[src/rtl/sr_drive_ctrl.sv]
// Set/clear controller for a bank of external SR cells: one request at a time,
// pulses S or R on the selected channel, then watches Q for completion or timeout.
module sr_drive_ctrl #(
    parameter int CHANNELS     = 8,
    parameter int IDX_W        = 3,
    parameter int PULSE_CYCLES = 1,
    parameter int TIMEOUT      = 15,
    parameter int TO_W         = 4
) (
    input  logic                clk,
    input  logic                reset_n,
    input  logic                req_valid,
    output logic                req_ready,
    input  logic [IDX_W-1:0]    req_idx,
    input  logic                req_val,
    output logic [CHANNELS-1:0] s_out,
    output logic [CHANNELS-1:0] r_out,
    input  logic [CHANNELS-1:0] q_in,
    output logic                done,
    output logic                err,
    output logic                busy
);

    typedef enum logic [1:0] {
        IDLE,
        PULSE,
        WAIT
    } state_t;

    localparam logic [IDX_W:0]  CH_LIMIT     = (IDX_W + 1)'(CHANNELS);
    localparam logic [TO_W-1:0] PULSE_LAST   = TO_W'(PULSE_CYCLES - 1);
    localparam logic [TO_W-1:0] TIMEOUT_LAST = TO_W'(TIMEOUT - 1);

    state_t            state, state_nx;
    logic [IDX_W-1:0]  idx, idx_nx;
    logic              val, val_nx;
    logic [TO_W-1:0]   cnt, cnt_nx;
    logic              done_nx, err_nx;
    logic [CHANNELS-1:0] onehot;

    always_ff @(posedge clk or negedge reset_n) begin
        if (!reset_n) begin
            state <= IDLE;
            idx   <= '0;
            val   <= 1'b0;
            cnt   <= '0;
            done  <= 1'b0;
            err   <= 1'b0;
        end else begin
            state <= state_nx;
            idx   <= idx_nx;
            val   <= val_nx;
            cnt   <= cnt_nx;
            done  <= done_nx;
            err   <= err_nx;
        end
    end

    // The same counter times the pulse and the wait; it is cleared on every state entry.
    always_comb begin
        state_nx = state;
        idx_nx   = idx;
        val_nx   = val;
        cnt_nx   = cnt;
        done_nx  = 1'b0;
        err_nx   = 1'b0;
        case (state)
            IDLE: begin
                if (req_valid) begin
                    idx_nx = req_idx;
                    val_nx = req_val;
                    cnt_nx = '0;
                    if ({1'b0, req_idx} >= CH_LIMIT) begin
                        err_nx = 1'b1;
                    end else if (q_in[req_idx] == req_val) begin
                        state_nx = WAIT;
                    end else begin
                        state_nx = PULSE;
                    end
                end
            end
            PULSE: begin
                if (cnt == PULSE_LAST) begin
                    state_nx = WAIT;
                    cnt_nx   = '0;
                end else begin
                    cnt_nx = cnt + 1'b1;
                end
            end
            WAIT: begin
                // A match on the last allowed cycle still counts as success.
                if (q_in[idx] == val) begin
                    done_nx  = 1'b1;
                    state_nx = IDLE;
                    cnt_nx   = '0;
                end else if (cnt == TIMEOUT_LAST) begin
                    err_nx   = 1'b1;
                    state_nx = IDLE;
                    cnt_nx   = '0;
                end else begin
                    cnt_nx = cnt + 1'b1;
                end
            end
            default: begin
                state_nx = IDLE;
                cnt_nx   = '0;
            end
        endcase
    end

    assign onehot    = CHANNELS'(1) << idx;
    assign s_out     = (state == PULSE && val)  ? onehot : '0;
    assign r_out     = (state == PULSE && !val) ? onehot : '0;
    assign req_ready = (state == IDLE);
    assign busy      = (state != IDLE);

endmodule
[config.mk]
export PLATFORM = sky130hd
export DESIGN_NAME = sr_drive_ctrl
export DESIGN_NICKNAME = d
export VERILOG_FILES = /design/src/rtl/sr_drive_ctrl.sv
export SDC_FILE = /design/constraint.sdc
export NUM_CORES = 1
export LEC_CHECK = 0
export ABC_AREA = 1
export CAP_MARGIN = 20
export CORE_ASPECT_RATIO = 0.8
export CORE_MARGIN = 3
export CORE_UTILIZATION = 25
export CTS_BUF_LIST = sky130_fd_sc_hd__clkbuf_2
export CTS_CLUSTER_SIZE = 25
export DETAILED_ROUTE_END_ITERATION = 10
export PLACE_DENSITY_LB_ADDON = 0.08
export SYNTH_ARGS = -nofsm -noshare
export SYNTH_HDL_FRONTEND = slang
export SYNTH_SLANG_ARGS = --single-unit
[constraint.sdc]
create_clock -name clk -period 1.65 [get_ports clk]
set_input_delay 0.2475 -clock clk [delete_from_list [all_inputs] [get_ports clk]]
set_output_delay 0.2475 -clock clk [all_outputs]
set_load 0.02 [all_outputs]
==> metrics.txt <==
CORE AREA 3590 µm²; Vias 1064; worst-margin pin slew 0.5769 ns; Final period util 94.58%; routed length on met2 1092 µm; Vias/cell 4.239; sequential share of the synthesized area 30.61%; largest net degree at the start of global routing 13; Site Rows 19; I/O Pins 35; met1 WL 1406 µm; antenna violations before repair 0; n_diodes 0; status complete, no violations; layout cells sized above 1 31.66%; Yosys top cell area share 30.61%; Fin. Hold Viols 0; antenna viol nets, final 0; die height 62.03 µm; NumNets Final 221; post-synthesis instance area 980.9 µm²; slew margin rel. 61.42%; unrepaired setup endpoints after global routing yes; Yosys cell types 21; register bit total from synthesis 12; total of warnings raised by yosys 0; Sum Neg Setup Slack 0 ns; Pwr Total 2.138 mW; Die Wd 76.04 µm; global route overflow 0; detailed-routed wire length on met3 143 µm; post-synth top area cell dfrtp_1; GRT Overall Usage 11.98%; worst hold path class input port to async pin; first-pass GRT wire length 4498 µm; top cells by area, synth dfrtp_1, nand2_1, nand3_1, nor2_1, ha_1; DP Wirelength 2196 µm; wire per inst 10.56 µm; DP Area 1473 µm²; post-route cell area 1514 µm²; iteration-0 DRC count of the detailed router 25; Synth Area per Inst 6.812 µm²; Num Clock Sinks 12; CTS root buffer clkbuf_2; Area Overhead vs Synth 54.34%; CTS Hold Bufs 0; Pins Over Slew Limit 0; CTS Buffer Depth 2; initial core utilization 27.33%; worst path required time 1.40 ns; Reg clk slew, reported paths 0.12 ns; die area 4716 µm²; CTS buffer count 3; Critical Path Source Type flip-flop; number of max-cap violations 0; critical path capture point type output port; Worst Skew 0.007969 ns; WS Path Type flip-flop to output port; Crit Path Max Fanout 3; total wire length 2651 µm; Worst VDD drop 0.7199 mV; CP arrival 1.31 ns; Top Metal Used met4; DRC 0; DR pass1 iterations 4; vias in the first global route 985; Synth Instances 144; Max Clk Rate 640.8 MHz; worst skew pair latency 0.26 ns; post-layout min period 1.561 ns; Layout Utilization 42.18%; syn nets 165; gpl congestion 0.7363; number of buffers added on ports 34; Pwr per Cell Area 1412 nW/µm²; Final setup viols 0; leakage 0.7828 nW; H-tree depth 1; CTS tree yes
## critical path, cell delays in order, from the launching register on
cell             delay, ns
dfrtp_1               0.40
buf_4                 0.13
inv_1                 0.10
ha_4                  0.16
clkdlybuf4s15_2       0.26
## final timing paths
path,start,to,slack (ns),cells after the start
hold / removal,reset_n,cnt[1]$_DFFE_PN0P_,0.34,1
hold reg to reg,cnt[3]$_DFFE_PN0P_,cnt[3]$_DFFE_PN0P_,0.58,2
setup / recovery,state[0]$_DFFE_PN0P_,req_ready,0.09,4
min in group clk,cnt[3]$_DFFE_PN0P_,cnt[3]$_DFFE_PN0P_,0.58,2
max in group asynchronous,reset_n,idx[0]$_DFFE_PN0P_,0.91,1
setup reg to reg,idx[1]$_DFFE_PN0P_,state[1]$_DFFE_PN0P_,0.13,10
## cell type report
cell class              instances  area, µm²
well taps                      52      65.06
clock buffers                   3      15.01
inverters                      18      67.56
multi-input cells             112      646.9
repair buffers                 53      414.1
clock inverters                 1      3.754
fillers                       401       2076
flip-flops and latches         12      301.5
## registers in the layout, summed over array words and instances, names as in the netlist
signal and count:
cnt 4, done 1, err 1, idx 3
state 2, val 1
## cells by family (layout without fill, tap and decap cells)
family	after synthesis	after routing	share of synthesized area, %
AO/OA/AOI/OAI	12	12	7.525
XOR/XNOR	2	2	1.786
adder cells (fa/ha/maj)	6	6	7.653
buffers and inverters	20	75	9.565
flip-flops	12	12	30.61
AND/OR/NAND/NOR	92	92	42.86
## layout by cell type, fill, tap and decap left out, types with 2 or more instances in the layout
cell             count
buf_2               11
buf_4               25
clkbuf_2             3
clkdlybuf4s50_1     16
dfrtp_1             11
ha_1                 4
ha_4                 2
inv_1               15
inv_2                3
nand2_1             42
nand2_2              3
nand2_4              4
nand3_1             16
nand3_2              3
nand3_4              2
nor2_1              19
nor2_2               2
o21ai_0              4
o21ai_1              3
o21ai_2              2
## report_power, final
group          internal, mW  switching (mW)  total (mW)
sequential            0.388          0.0934       0.481
combinational         0.674           0.832        1.51
clock                0.0527          0.0972       0.150
total                  1.12            1.02        2.14
## per-stage QoR
stage          cells  hold WS, ns  worst slack (ns)
6_report         251       0.3389           0.08936
5_1_grt          251       0.3415          -0.02916
4_1_cts          248       0.3322          0.005323
3_5_place_dp     243       0.5576           -0.1907
3_3_place_gp     243       0.5425           -0.1468
2_1_floorplan    144     -0.04809           0.09583
## routing by layer
metal  global-route usage (%)  up-vias
li1                         -      564
met1                    17.53      471
met2                    17.42       27
met3                    4.179        2
met4                    1.550        0
met5                        0        -
## cells in the mapped netlist, drive strengths merged
| library cell | count |
|---|---|
| o21ai | 9 |
| nand2 | 49 |
| inv | 18 |
| xnor2 | 1 |
| buf | 2 |
| ha | 6 |
| xor2 | 1 |
| nand3 | 21 |
| a21oi | 2 |
| dfrtp | 12 |
| nor3 | 1 |
| nor2 | 21 |
| o21bai | 1 |
## what timing repair did
item                                    in CTS  in global routing
endpoints found under the setup margin      18                 24
gates cloned                                 0                  0
gates resized for setup                     74                 18
buffers inserted                             1                  3
pin swaps                                    0                  2
(Power assumes the default switching activity.)
